`config.mk`:
```
export PLATFORM = sky130hd
export DESIGN_NAME = multicycle_controller_flat
export DESIGN_NICKNAME = d
export VERILOG_FILES = /design/src/rtl/multicycle_controller_if.sv /design/src/rtl/multicycle_controller.sv /design/src/flat_wrapper.sv
export SDC_FILE = /design/constraint.sdc
export NUM_CORES = 1
export LEC_CHECK = 0
export ABC_AREA = 0
export BUFFER_PORTS_ARGS = -buffer_cell sky130_fd_sc_hd__buf_2
export CORE_MARGIN = 3
export CORE_UTILIZATION = 50
export DETAILED_ROUTE_END_ITERATION = 16
export GPL_TIMING_DRIVEN = 0
export PLACE_DENSITY_LB_ADDON = 0.15
export SETUP_SLACK_MARGIN = 0.5
export SLEW_MARGIN = 10
export SYNTH_ARGS = -nofsm -noshare
export SYNTH_HDL_FRONTEND = slang
export SYNTH_SLANG_ARGS = --single-unit
```
`constraint.sdc`:
```
create_clock -name clk -period 2.9 [get_ports clk]
set_input_delay 0.145 -clock clk [delete_from_list [all_inputs] [get_ports clk]]
set_output_delay 0.145 -clock clk [all_outputs]
set_load 0.005 [all_outputs]
```
`src/rtl/multicycle_controller_if.sv`:
```
// multicycle_controller_if: unified instruction/data memory handshake
//   mem_req      controller -> memory  request valid
//   mem_we       controller -> memory  request is a store
//   mem_addr_sel controller -> memory  address mux select (0=PC, 1=ALU result)
//   mem_rdata    memory -> controller  read data
//   mem_ready    memory -> controller  pending request completes this cycle
interface multicycle_controller_if;
  logic        mem_req;
  logic        mem_we;
  logic        mem_addr_sel;
  logic [31:0] mem_rdata;
  logic        mem_ready;
  modport master (output mem_req, mem_we, mem_addr_sel, input mem_rdata, mem_ready);
  modport slave (input mem_req, mem_we, mem_addr_sel, output mem_rdata, mem_ready);
endinterface

```
`src/rtl/multicycle_controller.sv`:
```
// multicycle_controller: RV32I multi-cycle sequencer driving datapath selects and strobes
//   clk, rst_n       clock, asynchronous active-low reset
//   mem              memory handshake (master side)
//   i_branch_taken   ALU compare result for the current branch
//   o_instr          instruction register
//   o_pc_we/o_pc_src PC update strobe and source (0=PC+4, 1=PC+imm, 2=ALU&~1)
//   o_alu_a_sel      0=rs1, 1=PC
//   o_alu_b_sel      0=rs2, 1=immediate
//   o_alu_op_sel     0=add, 1=funct decode, 2=branch compare
//   o_rf_we/o_wb_sel register write strobe and source (0=ALU,1=load,2=PC+4,3=imm)
//   o_state          current state (debug)
//   o_halted         sticky: ECALL/EBREAK retired
//   o_illegal        sticky: unsupported opcode decoded
module multicycle_controller #(
  parameter logic [31:0] NOP_INSTR = 32'h0000_0013
) (
  input  logic                           clk,
  input  logic                           rst_n,
  multicycle_controller_if.master        mem,
  input  logic                           i_branch_taken,
  output logic [31:0]                    o_instr,
  output logic                           o_pc_we,
  output logic [1:0]                     o_pc_src,
  output logic                           o_alu_a_sel,
  output logic                           o_alu_b_sel,
  output logic [1:0]                     o_alu_op_sel,
  output logic                           o_rf_we,
  output logic [1:0]                     o_wb_sel,
  output logic [2:0]                     o_state,
  output logic                           o_halted,
  output logic                           o_illegal
);
  typedef enum logic [2:0] {
    FETCH     = 3'd0,
    DECODE    = 3'd1,
    EXECUTE   = 3'd2,
    MEMORY    = 3'd3,
    WRITEBACK = 3'd4,
    HALT      = 3'd5
  } state_t;
  state_t      r_state;
  logic [31:0] r_instr;
  logic        r_halted;
  logic        r_illegal;
  logic [6:0]  w_opc;
  logic        w_lui, w_auipc, w_jal, w_jalr, w_branch, w_load, w_store;
  logic        w_opimm, w_op, w_fence, w_system, w_legal, w_sel_act;
  assign w_opc     = r_instr[6:0];
  assign w_lui     = w_opc == 7'b0110111;
  assign w_auipc   = w_opc == 7'b0010111;
  assign w_jal     = w_opc == 7'b1101111;
  assign w_jalr    = w_opc == 7'b1100111;
  assign w_branch  = w_opc == 7'b1100011;
  assign w_load    = w_opc == 7'b0000011;
  assign w_store   = w_opc == 7'b0100011;
  assign w_opimm   = w_opc == 7'b0010011;
  assign w_op      = w_opc == 7'b0110011;
  assign w_fence   = w_opc == 7'b0001111;
  assign w_system  = w_opc == 7'b1110011;
  assign w_legal   = w_lui | w_auipc | w_jal | w_jalr | w_branch | w_load | w_store |
                     w_opimm | w_op | w_fence | w_system;
  // ALU selects are live in EXECUTE and held through MEMORY for the address
  assign w_sel_act = (r_state == EXECUTE) || (r_state == MEMORY);
  // strobes are gated by rst_n so they drop the moment reset asserts
  always_comb begin
    mem.mem_req      = rst_n && (r_state == FETCH || r_state == MEMORY);
    mem.mem_we       = rst_n && r_state == MEMORY && w_store;
    mem.mem_addr_sel = r_state == MEMORY;
    o_alu_a_sel      = w_sel_act && w_auipc;
    o_alu_b_sel      = w_sel_act && (w_opimm || w_load || w_store || w_jalr || w_auipc);
    o_alu_op_sel     = !w_sel_act ? 2'd0 : (w_op || w_opimm) ? 2'd1 : w_branch ? 2'd2 : 2'd0;
    o_pc_we          = rst_n && ((r_state == EXECUTE && w_branch) ||
                                 (r_state == MEMORY && w_store && mem.mem_ready) ||
                                 r_state == WRITEBACK);
    o_pc_src         = (r_state == EXECUTE) ? (w_branch && i_branch_taken ? 2'd1 : 2'd0) :
                       (r_state == WRITEBACK) ? (w_jal ? 2'd1 : w_jalr ? 2'd2 : 2'd0) : 2'd0;
    o_rf_we          = rst_n && r_state == WRITEBACK && !w_fence;
    o_wb_sel         = w_load ? 2'd1 : (w_jal || w_jalr) ? 2'd2 : w_lui ? 2'd3 : 2'd0;
  end
  always_ff @(posedge clk or negedge rst_n) begin
    if (!rst_n) begin
      r_state   <= FETCH;
      r_instr   <= NOP_INSTR;
      r_halted  <= 1'b0;
      r_illegal <= 1'b0;
    end else begin
      case (r_state)
        FETCH: if (mem.mem_ready) begin
          r_instr <= mem.mem_rdata;
          r_state <= DECODE;
        end
        DECODE: if (!w_legal) begin
          r_state   <= HALT;
          r_illegal <= 1'b1;
        end else if (w_system) begin
          r_state  <= HALT;
          r_halted <= 1'b1;
        end else r_state <= EXECUTE;
        EXECUTE:   r_state <= w_branch ? FETCH : (w_load || w_store) ? MEMORY : WRITEBACK;
        MEMORY:    if (mem.mem_ready) r_state <= w_load ? WRITEBACK : FETCH;
        WRITEBACK: r_state <= FETCH;
        default:   r_state <= HALT;
      endcase
    end
  end
  assign o_instr   = r_instr;
  assign o_state   = r_state;
  assign o_halted  = r_halted;
  assign o_illegal = r_illegal;
endmodule
```
`src/flat_wrapper.sv`:
```
// flat-port wrapper written by rule: the top's interface ports become plain ports
module multicycle_controller_flat 
#(
  parameter logic [31:0] NOP_INSTR = 32'h0000_0013
)
  (clk, rst_n, i_branch_taken, o_instr, o_pc_we, o_pc_src, o_alu_a_sel, o_alu_b_sel, o_alu_op_sel, o_rf_we, o_wb_sel, o_state, o_halted, o_illegal, mem_mem_req, mem_mem_we, mem_mem_addr_sel, mem_mem_rdata, mem_mem_ready);
  multicycle_controller_if mem_i ();
  input  logic clk;
  input  logic rst_n;
  input  logic i_branch_taken;
  output logic [31:0] o_instr;
  output logic o_pc_we;
  output logic [1:0] o_pc_src;
  output logic o_alu_a_sel;
  output logic o_alu_b_sel;
  output logic [1:0] o_alu_op_sel;
  output logic o_rf_we;
  output logic [1:0] o_wb_sel;
  output logic [2:0] o_state;
  output logic o_halted;
  output logic o_illegal;
  output wire logic [$bits(mem_i.mem_req)-1:0] mem_mem_req;
  output wire logic [$bits(mem_i.mem_we)-1:0] mem_mem_we;
  output wire logic [$bits(mem_i.mem_addr_sel)-1:0] mem_mem_addr_sel;
  input wire logic [$bits(mem_i.mem_rdata)-1:0] mem_mem_rdata;
  input wire logic [$bits(mem_i.mem_ready)-1:0] mem_mem_ready;
  assign mem_mem_req = mem_i.mem_req;
  assign mem_mem_we = mem_i.mem_we;
  assign mem_mem_addr_sel = mem_i.mem_addr_sel;
  assign mem_i.mem_rdata = mem_mem_rdata;
  assign mem_i.mem_ready = mem_mem_ready;
  multicycle_controller #(.NOP_INSTR(NOP_INSTR)) u_core (.clk(clk), .rst_n(rst_n), .mem(mem_i), .i_branch_taken(i_branch_taken), .o_instr(o_instr), .o_pc_we(o_pc_we), .o_pc_src(o_pc_src), .o_alu_a_sel(o_alu_a_sel), .o_alu_b_sel(o_alu_b_sel), .o_alu_op_sel(o_alu_op_sel), .o_rf_we(o_rf_we), .o_wb_sel(o_wb_sel), .o_state(o_state), .o_halted(o_halted), .o_illegal(o_illegal));
endmodule
```
## Word level (Yosys, flattened, before mapping)

Cells that the tools add are included.

- Bits in registers: 37
- Word-level logic and storage cells: 80
- Input bits: 36
- Output and inout port bits: 50

- Reductions and logical operators: 29
- Multiplexer cells: 19
- Eq/ne operators: 17
- Bitwise operators: 11

Operators with widths:

| kind | count |
|---|---|
| $eq 7x7->1 const B | 4 |
| $eq 7x6->1 const B | 3 |
| $mux 3 | 7 |
| $mux 2 | 10 |
| $pmux 3 s5 | 1 |
| $eq 7x5->1 const B | 2 |
| $logic_and 1x1->1 | 12 |
| $logic_or 1x1->1 | 11 |
| $or 1x1->1 | 10 |
| $eq 7x2->1 const B | 1 |
| $eq 7x4->1 const B | 1 |
| $eq 3x2->1 const B | 2 |
| $reduce_and 2->1 | 3 |
| $eq 3x1->1 const B | 1 |
| $eq 3x3->1 const B | 1 |
| $logic_not 3->1 | 1 |
| $reduce_and 3->1 | 1 |
| $ne 2x1->1 const B | 1 |
| $ne 2x2->1 const B | 1 |
| $logic_not 1->1 | 1 |
| $mux 1 | 1 |
| $not 1->1 | 1 |

## Depth between registers and ports, before layout

Gate-level depths: netlist of the first run.

- Depth in word-level cells: 13
- Mapped depth: 5
- Depth with buffers taken out: 4

## Worst setup path before layout of the first run

OpenSTA, ideal clock, no wires.

- Kind: register -> register
- From: reg u_core.r_state[1] (netlist: u_core.o_state[1])
- To: reg u_core.r_instr[18] (netlist: u_core.o_instr[18])
- Arrival time: 1541 ps
- Library setup time: 128 ps
- Slack: 1231 ps
- Required time: 2772 ps
- Cell stages (with the launch flop): 5
- Path through: dfrtp_1 -> buf_2 -> nor4b_4 -> buf_2 -> mux2_1

- Cells in the longest elaborated chain, start to end: 2

Ends and longest elaborated chain:

| element | line | source |
|---|---|---|
| start, declared | multicycle_controller.sv:41 | `state_t r_state;` |
| start signal, assigned | multicycle_controller.sv:99 | `EXECUTE: r_state <= w_branch ? FETCH : (w_load \|\| w_store) ? MEMORY : WRITEBACK;` |
| start signal, assigned | multicycle_controller.sv:100 | `MEMORY: if (mem.mem_ready) r_state <= w_load ? WRITEBACK : FETCH;` |
| $logic_not 3->1 | multicycle_controller.sv:87 | `case (r_state)` |
| $reduce_and 2->1 (no line) | -- |  |
| end signal, assigned | multicycle_controller.sv:89 | `r_instr <= mem.mem_rdata;` |
| end, declared | multicycle_controller.sv:42 | `logic [31:0] r_instr;` |

No other way between the ends.
A chain may end at the register's enable or synchronous reset.

## Worst setup path in the final report of the first run

- From: reg u_core.r_instr[3] (netlist: u_core.o_instr[3])
- To: out o_pc_we

- Cells in the longest elaborated chain, start to end: 6
- Elaborated cells on any way between the ends: 8

Ends and longest elaborated chain:

| element | line | source |
|---|---|---|
| $eq 7x6->1 | multicycle_controller.sv:55 | `assign w_store = w_opc == 7'b0100011;` |
| $logic_and 1x1->1 (2 in series) | multicycle_controller.sv:73 | `(r_state == MEMORY && w_store && mem.mem_ready) \|\|` |
| $logic_or 1x1->1 (*) | multicycle_controller.sv:72 | `o_pc_we = rst_n && ((r_state == EXECUTE && w_branch) \|\|` |
| $logic_or 1x1->1 (*) | multicycle_controller.sv:73 |  |
| $logic_and 1x1->1 (*) | multicycle_controller.sv:72 |  |
| end, declared | flat_wrapper.sv:12 | `output logic o_pc_we;` |

Mark *: on every way between the ends. The rest lies on a longest branch, timed or not.

==> run metrics, run 1 <==
first-pass GRT wire length=6880 um; Slew Viols, Final=0; HPWL after DPL=3090 um; site row count=21; H-tree depth=2; final setup fails=0; gr usage total=0.207; die height=66.3 um; grt total ovfl=0; post-synth net total=190; vias in the first global route=1497; Ports=86; EDFF count, synth=0; layout cells sized above 1=0.436; PortBufs=85; prevailing post-synth register cell=dfrtp_1; asr flop ratio synth=1.00; pin count of the biggest net entering global routing=42; dominant cells by area after synthesis=dfrtp_1, mux2_1, dfstp_2; CP max stage delay=0.40 ns; HP Class=input port to register; initial antenna violation count=0; Clock Pin Slew Worst Setup and Hold Paths=0.13 ns; cts-stage hold buffer count=9; clk_lat worst skew=0.35 ns; net count reported at finish=292; Worst VDD drop=0.482 mV; via count=1589; commonest non-fill, non-tap cell in the layout=buf_2; post-synthesis cell type count=43; First-pass DRT Iterations=4; fill count=288; pwr/cell area=573 nW/um^2; post_cts resized=0; RSZ-0062 raised after global routing=no; Synth Area per Inst=11.8 sq um; clock tree from TritonCTS=yes; Die X=66.3 um; Diodes inserted=0; critical path peak fanout=10; setup bufs post-CTS=0; hold slack=0.00469 ns; crit path time final=2.16 ns; sequential cell area=930 sq um; Final period util=0.745; Setup crit start kind=register; largest area contributor in the netlist=dfrtp_1; leakage power figure=1.21 nW; Slew Limit Headroom=0.425; drt initial violations=113; most frequent cells in the layout=buf_2, dfrtp_1, mux2_1, nor2_1, dlygate4sd3_1; Post-Syn Area=1820 sq um; GP Congestion=0.811; CP Cell Sequence=buf_4 > nand4bb_1 > nor3_1 > and4_1 > o31a_1 > buf_2; share of the yosys chip area belonging to registers=0.511; Worst Setup Path Type=register to output port; CP max stage cell=dfrtp_1; Initial Util=0.533; DR WL/cell=14.5 um; nature of the critical path endpoint=output port; Syn-to-layout area delta=35.3%; f_max=0.463 GHz; # clock sinks=37; Setup TNS Final=0 ns; required time worst endpoint=2.76 ns; Remaining DRCs=0; Tightest Pin Transition=0.863 ns; Yosys top cell area share=0.467; CTS Root Cell=clkbuf_4; total core area=3420 sq um; Synthesis Warnings=0; CTS Buffer Depth=2; Post-Route WL=4380 um; DR vias/cell=5.24; arrival time worst endpoint=2.02 ns; final hold violation count=0; Synth Instances=154; clk_skew=0.0156 ns; outcome=complete, no violations; CTS buffer count=5; Power, Total=1.41 mW; DRT antenna net count=0; synthesized flop and latch total=37; multi-input logic area=827 sq um; die area=4400 sq um; max-capacitance violation count=0
-- stage by stage --
step,instance area (sq um),setup slack [ns],utilization,std cells
global placement,2300,0.996,0.674,285
detailed placement,2300,0.962,0.674,285
floorplan,1820,1.23,-,154
finish,2460,0.739,0.721,303
global route,2460,0.521,0.721,303
CTS,2450,0.739,0.718,302
-- where the power goes --
part | total (mW) | switching, mW | leakage, nW | internal [mW]
Sequential | 0.718 | 0.0744 | 0.445 | 0.644
Combinational | 0.415 | 0.201 | 0.742 | 0.215
Clock | 0.278 | 0.184 | 0.0234 | 0.0938
-- path summary, 6_finish.rpt --
path / cells after the start / slack (ns) / end / start
max: 6 / 0.74 / o_pc_we / u_core.o_instr[3]
min: 2 / 0.005 / u_core.o_instr[5] / mem_mem_rdata[5]
max reg2reg: 4 / 0.98 / u_core.o_instr[20] / u_core.o_state[1]
min reg2reg: 1 / 0.48 / u_core.o_halted / u_core.o_halted
max in group asynchronous: 2 / 1.91 / u_core.o_instr[30] / rst_n
min in group asynchronous: 2 / 0.43 / u_core.o_instr[27] / rst_n
-- cells in the mapped netlist (all sizes together), types with 3 or more instances --
library cell and n:
nor3 5, inv 3, nor2 13, buf 6, clkbuf 4, nand2b 6, dfrtp 34, nand2 6
o21ai 6, dfstp 3, mux2 30
-- registers in the layout, summed over array words and instances, names as in the netlist --
signal,cells
u_core.o_instr,32
u_core.o_state,3
u_core.o_halted,1
u_core.o_illegal,1
-- area by class of cell --
cell class              count  area share
clock inverters             3     0.00914
plain buffers              10      0.0213
inverters                   3     0.00457
flip-flops and latches     37       0.377
well taps                  46      0.0234
multi-input cells         104       0.336
repair buffers             95       0.213
clock buffers               5      0.0152
-- layer usage --
| layer | track usage | wire length (um) | share of wire |
|---|---|---|---|
| met1 | 0.252 | 1820 | 0.41 |
| met2 | 0.359 | 2200 | 0.50 |
| met3 | 0.0595 | 348 | 0.079 |
| met4 | 0.0457 | 16 | 0.0037 |
| met5 | 0 | 0 | 0 |
-- worst max-delay path: cells and delay by family, from the launching register on --
kind | cells | cell delay, ns
AOI/OAI and AO/OA | 1 | 0.13
buffers and inverters | 2 | 0.28
DFF | 1 | 0.40
and+or+nand+nor | 3 | 0.86
-- logic make-up after synthesis --
group	share of synthesized area
and+or+nand+nor	0.175
DFF	0.511
muxes	0.186
AOI/OAI and AO/OA	0.0942
buffers and inverters	0.0350
Note: power is estimated with default switching activity, not from simulation.
==> run 2, diff against run 1 <==
--- a/config.mk
+++ b/config.mk
@@ -8,7 +8,7 @@
 export ABC_AREA = 0
 export BUFFER_PORTS_ARGS = -buffer_cell sky130_fd_sc_hd__buf_2
 export CORE_MARGIN = 3
-export CORE_UTILIZATION = 50
+export CORE_UTILIZATION = 46
 export DETAILED_ROUTE_END_ITERATION = 16
 export GPL_TIMING_DRIVEN = 0
 export PLACE_DENSITY_LB_ADDON = 0.15
==> constraint.sdc (replaced) <==
create_clock -name clk -period 2.2 [get_ports clk]
set_input_delay 0.11 -clock clk [delete_from_list [all_inputs] [get_ports clk]]
set_output_delay 0.11 -clock clk [all_outputs]
set_load 0.005 [all_outputs]
==> run metrics, run 2 (synthesis gave the netlist of run 1 again) <==
outcome=complete, no violations (unchanged); # clock sinks=37 (unchanged); P_sw=649 uW (was 459 uW); commonest non-fill, non-tap cell in the layout=buf_2 (unchanged); DRT antenna net count=0 (unchanged); final setup fails=0 (unchanged); post-layout util=0.719 (was 0.721); Tightest Pin Transition=0.936 ns (was 0.863 ns); total core area=3740 sq um (was 3420 sq um); Switching Share=0.312 (was 0.325); Syn-to-layout area delta=47.8% (was 35.3%); crit path time final=1.86 ns; first-pass GRT wire length=6940 um (was 6880 um); die height=68.9 um (was 66.3 um); Diodes inserted=0 (unchanged); CP max stage delay=0.61 ns (was 0.40 ns); Remaining DRCs=0 (unchanged); CP Cell Sequence=and4bb_2 > buf_4 > buf_6 > a21oi_1 > or4_1 > a22o_1 (was buf_4 > nand4bb_1 > nor3_1 > and4_1 > o31a_1 > buf_2); critical path peak fanout=5 (was 10); nature of the critical path endpoint=register (was output port); Setup crit start kind=register (unchanged); Slew Limit Headroom=0.374 (was 0.425); site row count=22 (was 21); Worst Setup Path Type=register to register (was register to output port); Ports=86 (unchanged); f_max=0.539 GHz; Post-Route WL=4620 um (was 4380 um); Buffers & Inverters on Critical Path=2 (unchanged); leakage power figure=1.34 nW (was 1.21 nW); final hold violation count=0 (unchanged); most frequent cells in the layout=buf_2, dfrtp_1, mux2_1, buf_4, nor2_1 (was buf_2, dfrtp_1, mux2_1, nor2_1, dlygate4sd3_1); pin count of the biggest net entering global routing=42 (unchanged); Worst path top cell family by delay=simple AND/OR/NAND/NOR gates (unchanged); HP Class=input port to register (unchanged); net count reported at finish=301 (was 292); Die X=68.9 um (was 66.3 um); die area=4750 sq um (was 4400 sq um); CTS buffer count=5 (unchanged); Clock Pin Slew Worst Setup and Hold Paths=0.07 ns (was 0.13 ns); PortBufs=85 (unchanged); GP Congestion=0.776 (was 0.811); Worst VDD drop=0.561 mV (was 0.482 mV); CP max stage cell=dfstp_2 (was dfrtp_1); drt initial violations=104 (was 113); DR vias/cell=5.26 (was 5.24); HPWL after DPL=3040 um (was 3090 um); layout cells sized above 1=0.538 (was 0.436); crit path to=u_core.o_state[2] (was o_pc_we); clock group share of total power=0.217 (was 0.197); beginning of the worst hold path=mem_mem_rdata[17] (was mem_mem_rdata[5]); vias in the first global route=1488 (was 1497); via count=1651 (was 1589); RSZ-0062 raised after global routing=yes (was no); Final period util=0.844; clock tree from TritonCTS=yes (unchanged); worst r2r src=u_core.o_instr[1] (was u_core.o_state[1]); H-tree depth=2 (unchanged); CP startpoint=u_core.o_instr[1] (was u_core.o_instr[3]); DR WL/cell=14.7 um (was 14.5 um); Power Internal=1.43 mW (was 952 uW); CTS Buffer Depth=2 (unchanged); pwr/cell area=773 nW/um^2 (was 573 nW/um^2); arrival time worst endpoint=2.03 ns (was 2.02 ns); max reg flops=32 (unchanged); share of power burned in registers=0.461 (was 0.509); Slew Viols, Final=0 (unchanged); Power, Total=2.08 mW (was 1.41 mW); initial antenna violation count=0 (unchanged); First-pass DRT Iterations=4 (unchanged); gr usage total=0.198 (was 0.207); clk_skew=0.00649 ns (was 0.0156 ns); Critical Path Stages=6 (unchanged); FF-to-FF path depth=6 (was 4); Setup TNS Final=0 ns (unchanged); required time worst endpoint=2.38 ns (was 2.76 ns); RR Endpoint=u_core.o_state[2] (was u_core.o_instr[20]); max-capacitance violation count=0 (unchanged); CTS Root Cell=clkbuf_8 (was clkbuf_4); grt total ovfl=0 (unchanged); clk_lat worst skew=0.28 ns (was 0.35 ns); R2R setup slack=0.34 ns (was 0.98 ns); Gate power share=0.322 (was 0.294); Initial Util=0.486 (was 0.533); hold slack=0.0399 ns (was 0.00469 ns)
==> run 2: cell types whose count changed in the layout (fill, tap and decap cells not counted), sizes merged <==
| cell | previous run | this run |
|---|---|---|
| buf | 91 | 107 |
| dlygate4sd3 | 10 | 4 |
| clkinvlp | 3 | 1 |
| clkbuf | 9 | 10 |
==> run 2: final cells by class <==
class                      count  area [sq um]
inverter                       3          11.3
clock inverter                 1          7.51
sequential                    37           931
clock buffer                   7          76.3
buffer                        10          93.8
tap                           48          60.1
multi-input combinational    104           925
timing repair buffer         104           586
fill                         289          1050
==> run 2: how the worst min path moves through the flow <==
stage                     cells after the start            endpoint
after floorplan                               0     u_core.o_halted
after global placement                        1  u_core.o_instr[19]
after detailed placement                      1  u_core.o_instr[19]
after CTS                                     1  u_core.o_instr[22]
after global routing                          2  u_core.o_instr[20]
final                                         2  u_core.o_instr[17]
==> run 2: layer usage <==
layer	up-vias	share of wire	global-route usage
li1	785	-	-
met1	787	0.43	0.268
met2	72	0.47	0.286
met3	7	0.079	0.0632
met4	0	0.014	0.0973
met5	-	0	0
==> run 2: what timing repair did <==
| item | 4_1_cts | 5_1_grt |
|---|---|---|
| gates resized for setup | 22 | 22 |
| endpoints found under the hold margin | 34 | 1 |
| cloned | 0 | 0 |
| pin swaps | 8 | 5 |
| endpoints found under the setup margin | 40 | 36 |
| setup buffers | 10 | 5 |
==> run 2: power groups by stage <==
stage,Sequential (mW),Combinational [mW],Clock (mW)
after CTS,0.960,0.613,0.468
after floorplan,0.966,0.254,0
after global placement,0.949,0.531,0
after global routing,0.980,0.736,0.502
after detailed placement,0.957,0.538,0
final,0.959,0.670,0.452
==> run 2: stage by stage <==
step | instance area, sq um | setup slack [ns] | std cells
finish | 2690 | 0.343 | 314
global route | 2690 | 0.320 | 314
CTS | 2540 | 0.369 | 305
detailed placement | 2310 | 0.292 | 287
global placement | 2310 | 0.290 | 287
floorplan | 1820 | 0.531 | 154
